File: src/rtl/reg_file_sb_if.sv
// Bundle between decode/write-back and the register file with load-use scoreboard.
// master = decode/write-back side, slave = register file.
interface reg_file_sb_if #(
    parameter int D_SIZE = 32
);
    logic              wb_we;
    logic [2:0]        wb_dest;
    logic [D_SIZE-1:0] wb_data;
    logic              wb_load;
    logic              rd_en_a;
    logic [2:0]        rd_addr_a;
    logic [D_SIZE-1:0] rd_data_a;
    logic              rd_en_b;
    logic [2:0]        rd_addr_b;
    logic [D_SIZE-1:0] rd_data_b;
    logic              issue_load;
    logic [2:0]        issue_dest;
    logic              stall;
    logic [3:0]        pend_cnt;

    modport master (
        output wb_we, wb_dest, wb_data, wb_load,
        output rd_en_a, rd_addr_a, rd_en_b, rd_addr_b,
        output issue_load, issue_dest,
        input  rd_data_a, rd_data_b, stall, pend_cnt
    );

    modport slave (
        input  wb_we, wb_dest, wb_data, wb_load,
        input  rd_en_a, rd_addr_a, rd_en_b, rd_addr_b,
        input  issue_load, issue_dest,
        output rd_data_a, rd_data_b, stall, pend_cnt
    );
endinterface

File: src/rtl/reg_file_sb.sv
// 8-entry register file with write-through read ports and a per-register load scoreboard.
// Optional macro R0_ZERO_EN: register 0 hardwired to zero and never marked pending.
module rf_rd_port #(
    parameter int D_SIZE = 32,
    parameter int NREGS  = 8
) (
    input  logic                         rst_ni,
    input  logic                         en_i,
    input  logic [2:0]                   addr_i,
    input  logic [NREGS-1:0][D_SIZE-1:0] regs_i,
    input  logic [NREGS-1:0]             pending_i,
    input  logic                         wb_we_i,
    input  logic                         wb_load_i,
    input  logic [2:0]                   wb_dest_i,
    input  logic [D_SIZE-1:0]            wb_data_i,
    output logic [D_SIZE-1:0]            data_o,
    output logic                         hit_o
);
    logic byp;
    logic zero_addr;

    always_comb begin
        byp = wb_we_i && (wb_dest_i == addr_i);
`ifdef R0_ZERO_EN
        zero_addr = (addr_i == 3'd0);
`else
        zero_addr = 1'b0;
`endif
        data_o = '0;
        // During reset the array still holds stale values, so only the bypass is visible
        if (zero_addr)    data_o = '0;
        else if (byp)     data_o = wb_data_i;
        else if (rst_ni)  data_o = regs_i[addr_i];
        // A completing load to this address satisfies the read through the bypass
        hit_o = rst_ni && en_i && pending_i[addr_i] && !(byp && wb_load_i);
    end
endmodule

module reg_file_sb #(
    parameter int D_SIZE = 32,
    parameter int NREGS  = 8
) (
    input logic           clk,
    input logic           rst,
    reg_file_sb_if.slave  bus
);
    localparam int NPORTS = 2;

    logic [NREGS-1:0][D_SIZE-1:0]  regs_q, regs_d;
    logic [NREGS-1:0]              pending_q, pending_d;
    logic [3:0]                    cnt_q, cnt_d;
    logic [NPORTS-1:0]             rd_en;
    logic [NPORTS-1:0][2:0]        rd_addr;
    logic [NPORTS-1:0][D_SIZE-1:0] rd_data;
    logic [NPORTS-1:0]             hit;
    logic                          stall;
    logic                          we_eff;
    logic [NREGS-1:0]              set_vec, clr_vec;

    function automatic logic [3:0] popcnt(input logic [NREGS-1:0] v);
        logic [3:0] n;
        n = '0;
        for (int i = 0; i < NREGS; i++) n = n + {3'd0, v[i]};
        return n;
    endfunction

    assign rd_en   = {bus.rd_en_b, bus.rd_en_a};
    assign rd_addr = {bus.rd_addr_b, bus.rd_addr_a};

    for (genvar g = 0; g < NPORTS; g++) begin : g_rd
        rf_rd_port #(.D_SIZE(D_SIZE), .NREGS(NREGS)) u_port (
            .rst_ni    (rst),
            .en_i      (rd_en[g]),
            .addr_i    (rd_addr[g]),
            .regs_i    (regs_q),
            .pending_i (pending_q),
            .wb_we_i   (bus.wb_we),
            .wb_load_i (bus.wb_load),
            .wb_dest_i (bus.wb_dest),
            .wb_data_i (bus.wb_data),
            .data_o    (rd_data[g]),
            .hit_o     (hit[g])
        );
    end

    assign stall         = |hit;
    assign bus.stall     = stall;
    assign bus.rd_data_a = rd_data[0];
    assign bus.rd_data_b = rd_data[1];
    assign bus.pend_cnt  = cnt_q;

    always_comb begin
`ifdef R0_ZERO_EN
        we_eff = bus.wb_we && (bus.wb_dest != 3'd0);
`else
        we_eff = bus.wb_we;
`endif
        regs_d = regs_q;
        if (we_eff) regs_d[bus.wb_dest] = bus.wb_data;

        set_vec = '0;
        clr_vec = '0;
        if (bus.issue_load && !stall) set_vec[bus.issue_dest] = 1'b1;
        if (bus.wb_we && bus.wb_load) clr_vec[bus.wb_dest] = 1'b1;
`ifdef R0_ZERO_EN
        set_vec[0] = 1'b0;
`endif
        // Set applied after clear: a new load to the same register stays in flight
        pending_d = (pending_q & ~clr_vec) | set_vec;
        cnt_d     = popcnt(pending_d);
    end

    always_ff @(posedge clk) begin
        if (!rst) begin
            regs_q    <= '0;
            pending_q <= '0;
            cnt_q     <= '0;
        end else begin
            regs_q    <= regs_d;
            pending_q <= pending_d;
            cnt_q     <= cnt_d;
        end
    end
endmodule

File: src/flat_wrapper.sv
// flat-port wrapper written by rule: the top's interface ports become plain ports
module reg_file_sb_flat 
#(
    parameter int D_SIZE = 32,
    parameter int NREGS  = 8
)
  (clk, rst, bus_wb_we, bus_wb_dest, bus_wb_data, bus_wb_load, bus_rd_en_a, bus_rd_addr_a, bus_rd_en_b, bus_rd_addr_b, bus_issue_load, bus_issue_dest, bus_rd_data_a, bus_rd_data_b, bus_stall, bus_pend_cnt);
  reg_file_sb_if #(.D_SIZE(D_SIZE)) bus_i ();
  input logic clk;
  input logic rst;
  input wire logic [$bits(bus_i.wb_we)-1:0] bus_wb_we;
  input wire logic [$bits(bus_i.wb_dest)-1:0] bus_wb_dest;
  input wire logic [$bits(bus_i.wb_data)-1:0] bus_wb_data;
  input wire logic [$bits(bus_i.wb_load)-1:0] bus_wb_load;
  input wire logic [$bits(bus_i.rd_en_a)-1:0] bus_rd_en_a;
  input wire logic [$bits(bus_i.rd_addr_a)-1:0] bus_rd_addr_a;
  input wire logic [$bits(bus_i.rd_en_b)-1:0] bus_rd_en_b;
  input wire logic [$bits(bus_i.rd_addr_b)-1:0] bus_rd_addr_b;
  input wire logic [$bits(bus_i.issue_load)-1:0] bus_issue_load;
  input wire logic [$bits(bus_i.issue_dest)-1:0] bus_issue_dest;
  output wire logic [$bits(bus_i.rd_data_a)-1:0] bus_rd_data_a;
  output wire logic [$bits(bus_i.rd_data_b)-1:0] bus_rd_data_b;
  output wire logic [$bits(bus_i.stall)-1:0] bus_stall;
  output wire logic [$bits(bus_i.pend_cnt)-1:0] bus_pend_cnt;
  assign bus_i.wb_we = bus_wb_we;
  assign bus_i.wb_dest = bus_wb_dest;
  assign bus_i.wb_data = bus_wb_data;
  assign bus_i.wb_load = bus_wb_load;
  assign bus_i.rd_en_a = bus_rd_en_a;
  assign bus_i.rd_addr_a = bus_rd_addr_a;
  assign bus_i.rd_en_b = bus_rd_en_b;
  assign bus_i.rd_addr_b = bus_rd_addr_b;
  assign bus_i.issue_load = bus_issue_load;
  assign bus_i.issue_dest = bus_issue_dest;
  assign bus_rd_data_a = bus_i.rd_data_a;
  assign bus_rd_data_b = bus_i.rd_data_b;
  assign bus_stall = bus_i.stall;
  assign bus_pend_cnt = bus_i.pend_cnt;
  reg_file_sb #(.D_SIZE(D_SIZE), .NREGS(NREGS)) u_core (.clk(clk), .rst(rst), .bus(bus_i));
endmodule
File: config.mk
export PLATFORM = sky130hd
export DESIGN_NAME = reg_file_sb_flat
export DESIGN_NICKNAME = d
export VERILOG_FILES = /design/src/rtl/reg_file_sb_if.sv /design/src/rtl/reg_file_sb.sv /design/src/flat_wrapper.sv
export SDC_FILE = /design/constraint.sdc
export NUM_CORES = 1
export LEC_CHECK = 0
export ABC_AREA = 1
export CORE_AREA = 2 2 276 278
export DETAILED_ROUTE_END_ITERATION = 7
export DIE_AREA = 0 0 278 280
export HOLD_SLACK_MARGIN = 0.05
export PLACE_DENSITY_LB_ADDON = 0.1
export SETUP_SLACK_MARGIN = 0.2
export SYNTH_ARGS = -nofsm -noshare
export SYNTH_HDL_FRONTEND = slang
export SYNTH_HIERARCHICAL = 1
export SYNTH_SLANG_ARGS = --single-unit
File: constraint.sdc
create_clock -name clk -period 6.55 [get_ports clk]
set_input_delay 1.965 -clock clk [delete_from_list [all_inputs] [get_ports clk]]
set_output_delay 1.965 -clock clk [all_outputs]
set_load 0.01 [all_outputs]
Word level (Yosys, flattened, before mapping)

Cells that the tools add are included.

Register bits: 268
Output and inout bits: 69
Word-level logic and storage cells: 67
Input bits: 51

Bitwise gates (word level): 3
Order comparisons: 6
Add/subtract/negate cells: 7
Reduce and logical (&&, ||, !) cells: 18
Eq/ne operators: 2
Mux-type cells: 21

Operators with widths:

| operator           | count |
|---|---|
| $bwmux 256         | 1 |
| $mux 32            | 7 |
| $bmux 32 s3        | 2 |
| $demux 32 s3       | 1 |
| $add 4x1->4        | 6 |
| $lt 3x4->1 const B | 4 |
| $mux 8             | 2 |
| $logic_and 1x1->1  | 14 |
| $and 8x8->8        | 1 |
| $not 8->8          | 1 |
| $or 8x8->8         | 1 |
| $bmux 1 s3         | 2 |
| $demux 1 s3        | 2 |
| $eq 3x3->1         | 2 |
| $ge 3x1->1 const B | 2 |
| $mux 1             | 4 |
| $logic_not 1->1    | 3 |
| $add 1x1->2        | 1 |
| $reduce_or 2->1    | 1 |

Longest topological paths before layout

Word-level depth: 17
Mapped depth: 25
Depth with buffers taken out: 23

By module

The synthesis kept the hierarchy.

By module, submodules not included:

| module      | area each (sq um) | cells each | sequential area each (sq um) | times used |
|---|---|---|---|---|
| reg_file_sb | 10480.1           | 1365       | 5365.1                       | 1 |
| rf_rd_port  | 4048.9            | 993        | 0.0                          | 2 |

Least setup slack after synthesis

No wires, ideal clock.

Kind: input -> register
Start: input bus_rd_addr_a[0]
End: register u_core.cnt_q[2] (netlist: u_core/bus.pend_cnt[2])
Stages on the path: 22
Buffers on the path: 3
Required time: 6.422 ns
Arrival time: 5.565 ns
Setup slack: 0.857 ns
Library setup time: 0.128 ns
Path through: buf_4 -> buf_4 -> buf_2 -> o211ai_1 -> nand3_1 -> nand2_1 -> nor2_1 -> inv_1 -> nand2_1 -> nor2_1 -> nand2_1 -> nand2_1 -> fa_1 -> inv_1 -> fa_1 -> fa_1 -> inv_1 -> ha_1 -> inv_1 -> fa_1 -> xor2_1 -> nor2_1

Elaborated cells on any way between the ends: 20
Classes of those cells: 7 x add/sub; 1 x eq/ne; 3 x mux; 1 x bitwise; 8 x reduce/logical

RTL lines:

| what                                                               | RTL line           | RTL |
|---|---|---|
| start: declaration                                                 | flat_wrapper.sv:16 | `input wire logic [$bits(bus_i.rd_addr_a)-1:0] bus_rd_addr_a;` |
| parallel branches: the longest is 4 deep, another holds $bmux 1 s3 | n/a                |  |
| $logic_and 1x1->1 (*)                                              | reg_file_sb.sv:35  | `hit_o = rst_ni && en_i && pending_i[addr_i] && !(byp && wb_load_i);` |
| net u_core.hit[0]                                                  | reg_file_sb.sv:55  | `logic [NPORTS-1:0] hit;` |
| $reduce_or 2->1 (*)                                                | reg_file_sb.sv:86  | `assign stall = \|hit;` |
| net bus_stall                                                      | flat_wrapper.sv:23 | `output wire logic [$bits(bus_i.stall)-1:0] bus_stall;` |
| $logic_not 1->1 (*)                                                | reg_file_sb.sv:103 | `if (bus.issue_load && !stall) set_vec[bus.issue_dest] = 1'b1;` |
| $logic_and 1x1->1 (*)                                              | reg_file_sb.sv:103 |  |
| $mux 8 (*)                                                         | reg_file_sb.sv:103 |  |
| $or 8x8->8 (*)                                                     | reg_file_sb.sv:109 | `pending_d = (pending_q & ~clr_vec) \| set_vec;` |
| net u_core.pending_d[3]                                            | reg_file_sb.sv:50  | `logic [NREGS-1:0] pending_q, pending_d;` |
| $add 4x1->4 (*) (5 in series)                                      | reg_file_sb.sv:63  | `for (int i = 0; i < NREGS; i++) n = n + {3'd0, v[i]};` |
| end signal: assignment                                             | reg_file_sb.sv:121 | `cnt_q <= cnt_d;` |
| end: declaration                                                   | reg_file_sb.sv:51  | `logic [3:0] cnt_q, cnt_d;` |

Mark *: on every way through the listed nets, which the timed path passes. The select of a mux whose other input is x is not followed.
A chain may end at the register's enable or synchronous reset.

Worst setup path after layout

Start: input bus_wb_dest[2]
End: output bus_rd_data_b[6]

Word-level cells in the longest chain between the ends: 3

Ends and longest elaborated chain:

| what               | RTL line           | RTL |
|---|---|---|
| start: declaration | flat_wrapper.sv:12 | `input wire logic [$bits(bus_i.wb_dest)-1:0] bus_wb_dest;` |
| $eq 3x3->1         | reg_file_sb.sv:23  | `byp = wb_we_i && (wb_dest_i == addr_i);` |
| $logic_and 1x1->1  | reg_file_sb.sv:23  |  |
| $mux 32            | reg_file_sb.sv:32  | `else if (byp) data_o = wb_data_i;` |
| end: declaration   | flat_wrapper.sv:22 | `output wire logic [$bits(bus_i.rd_data_b)-1:0] bus_rd_data_b;` |

Every way passes these cells.

==> impl_metrics.json <==
{
  "htreeDepth": 2,
  "io_pins": 120,
  "grt_first_pass_wirelength_mm": 127,
  "instances_no_fill": 4341,
  "gr-total-overflow": 0,
  "crit_required_ps": 4590,
  "swShare": 0.319,
  "holdCritStartpoint": "u_core/regs_q[109]$_SDFFE_PN0P_",
  "p_seq_frac": 0.365,
  "multi_input_area_sq_um": 9810,
  "arrival_ps": 4160,
  "routed-via-count": 20200,
  "cts.sinks": 268,
  "drv_slew": 0,
  "ys_types": 23,
  "critPathKind": "in -> out",
  "crit_top_cell": "nand2_1",
  "reg2reg_from": "u_core/pending_q[0]$_SDFF_PN0_",
  "fin_crit_sh": 0.935,
  "syn_inst": 3351,
  "fillers": 8584,
  "grt_max_degree": 152,
  "worst_setup_path_start_kind": "input pin",
  "synth-seq-cells": 268,
  "layout.cells.most_common": "nand2_1",
  "drt_iter0_drc": 1554,
  "comb_power_share": 0.192,
  "cp-end-kind": "primary output",
  "totalWireLength_mm": 86.0,
  "root_buffer": "clkbuf_16",
  "cts_buffers": 38,
  "drive_gt1_frac": 0.0473,
  "drt-pass1-iter-count": 6,
  "yosysTopAreaCell": "dfxtp_1",
  "max_stage_delay_ps": 550,
  "intPower_uw": 3190,
  "status": "finished, final reports clean",
  "p_per_area_nw_per_um2": 216,
  "worstPathMaxFanout": 14,
  "antenna_left": 0,
  "maxCapViolCount": 0,
  "dp.cells": 4275,
  "syn_avg_cell_area_sq_um": 5.54,
  "clkPwrFrac": 0.443,
  "maxSlewHeadroom": 0.327,
  "tightest_slew_ps": 1010,
  "cts_tree": "built",
  "startpoint": "bus_wb_dest[2]",
  "grt_pass1_vias": 19200,
  "antenna_found_initial": 2,
  "drc": 0,
  "dieArea_sq_um": 77800,
  "clk_path_buf_depth": 3,
  "syn-num-nets": 3409,
  "fin_nets": 3396,
  "mostFrequentLayoutCells": "nand2_1, inv_1, nand3_1",
  "die_height_um": 280,
  "critical-path-slowest-cell": "clkdlybuf4s50_1",
  "fp.coreArea_sq_um": 75200,
  "rsz0062_at_grt": "false",
  "dieWidth_um": 278,
  "vias_per_cell": 4.66,
  "area_growth_syn_to_layout_pct": 16.7,
  "fin_tns_setup_ps": 0,
  "timing.fmax_mhz": 163,
  "path_clk_slew_ps": 50,
  "clk_latency_ps": 550,
  "period_needed_ps": 6120,
  "ys_warn_count": 6,
  "hold_violations": 0,
  "ys_seq_area_frac": 0.289,
  "yosysTopAreaCellShare": 0.289,
  "min_path_type": "reg -> reg",
  "setup-violations-final": 0,
  "power.switching_uw": 1490,
  "post-dp-hpwl_mm": 48.4,
  "avgRoutedWirePerCell_um": 19.8,
  "place.port_buffers": 119,
  "skew_ps": 5.08,
  "power_uw": 4690,
  "antenna_cells": 0,
  "ir_drop_mv": 0.137,
  "grt_usage": 0.217,
  "path_cells": "clkdlybuf4s50_1, inv_1, nand2_1, nand2_1, nand2_1, nor2_4, buf_4, nor2_4, buf_4, nand2_1, nand2_1, clkdlybuf4s50_1",
  "gp_routability_congestion": 0.769,
  "rows": 101,
  "syn_area_sq_um": 18600,
  "ff_latch_area_sq_um": 5370,
  "start_util": 0.247,
  "synth.area.top_cells": "dfxtp_1, nand2_1, inv_1, nand3_1, nand4_1",
  "p_leak_uw": 0.00968
}
[power groups by stage]
| stage | clock network (uW) | logic (uW) | registers, uW |
|---|---|---|---|
| 6_report | 2080 | 900 | 1710 |
| 5_1_grt | 2190 | 994 | 1720 |
| 4_1_cts | 2130 | 908 | 1710 |
| 3_5_place_dp | 0 | 904 | 1750 |
| 3_3_place_gp | 0 | 909 | 1750 |
| 2_1_floorplan | 0 | 524 | 1740 |
[logic make-up (layout without fill, tap and decap cells)]
kind of cell               after synthesis  after routing  synth area share
AOI/OAI and AO/OA                      210            210            0.0572
buffers and inverters                  827            839             0.186
and+or+nand+nor                       2038           2038             0.461
xor gates and xnor gates                 1              1          0.000472
adders and majority gates                7              7           0.00633
DFF                                    268            268             0.289
[metal layers]
metal,wire length (um),share of wire,global-route usage,vias up
li1,-,-,-,10200
met1,40300,0.47,0.291,9458
met2,39400,0.46,0.363,478
met3,3810,0.044,0.0258,114
met4,2440,0.028,0.0654,0
met5,0,0,0,-
[final cells by class]
cell class              count  area share
repair buffers            190      0.0858
clock buffers              64      0.0553
flip-flops and latches    268       0.247
well taps                 978      0.0564
inverters                 584       0.102
multi-input cells        2256       0.453
clock inverters             1    0.000404
[sequential cells by signal, summed over array words and instances, names as in the netlist]
signal and count:
u_core/regs_q 256, u_core/pending_q 8, u_core/bus.pend_cnt 4
[worst paths after layout]
check / to / slack, ps / cells after the start
worst max register to register: u_core/bus.pend_cnt[2]$_SDFF_PN0_ / 2800 / 21
worst min-delay path: u_core/regs_q[109]$_SDFFE_PN0P_ / 480 / 2
worst max-delay path: bus_rd_data_b[6] / 430 / 12
worst min register to register: u_core/regs_q[109]$_SDFFE_PN0P_ / 480 / 2
[critical path: cells and delay by family]
family                 cells  cell delay, ps
and+or+nand+nor            7             590
buffers and inverters      5            1580
[through the flow]
step / utilization / instance area, sq um / setup slack, ps / hold WS, ps
detailed placement: 0.272 / 20500 / 126 / 468
CTS: 0.288 / 21700 / 230 / 476
finish: 0.288 / 21700 / 428 / 476
global placement: 0.272 / 20500 / 150 / 471
floorplan: - / 18600 / 857 / 453
global route: 0.288 / 21700 / 250 / 488
[Yosys cell counts]
master and number:
a21oi_1 169, a21oi_2 2, and2_1 4, buf_1 18
buf_2 73, buf_4 44, buf_6 12, clkbuf_1 96
dfxtp_1 268, fa_1 4, ha_1 3, inv_1 577
inv_2 5, inv_4 2, nand2_1 1312, nand3_1 305
nand4_1 193, nor2_1 215, nor2_2 5, nor2_4 4
o211ai_1 2, o21ai_0 37, xor2_1 1
[repair_timing]
item	4_1_cts	5_1_grt
cloned	0	0
gates resized for setup	1	1
setup buffers	0	1
pin swaps	0	1
hold endpoints to repair	0	0
hold buffers	0	0
setup endpoints to repair	13	13
No activity file was read; power rests on OpenSTA's default activity.
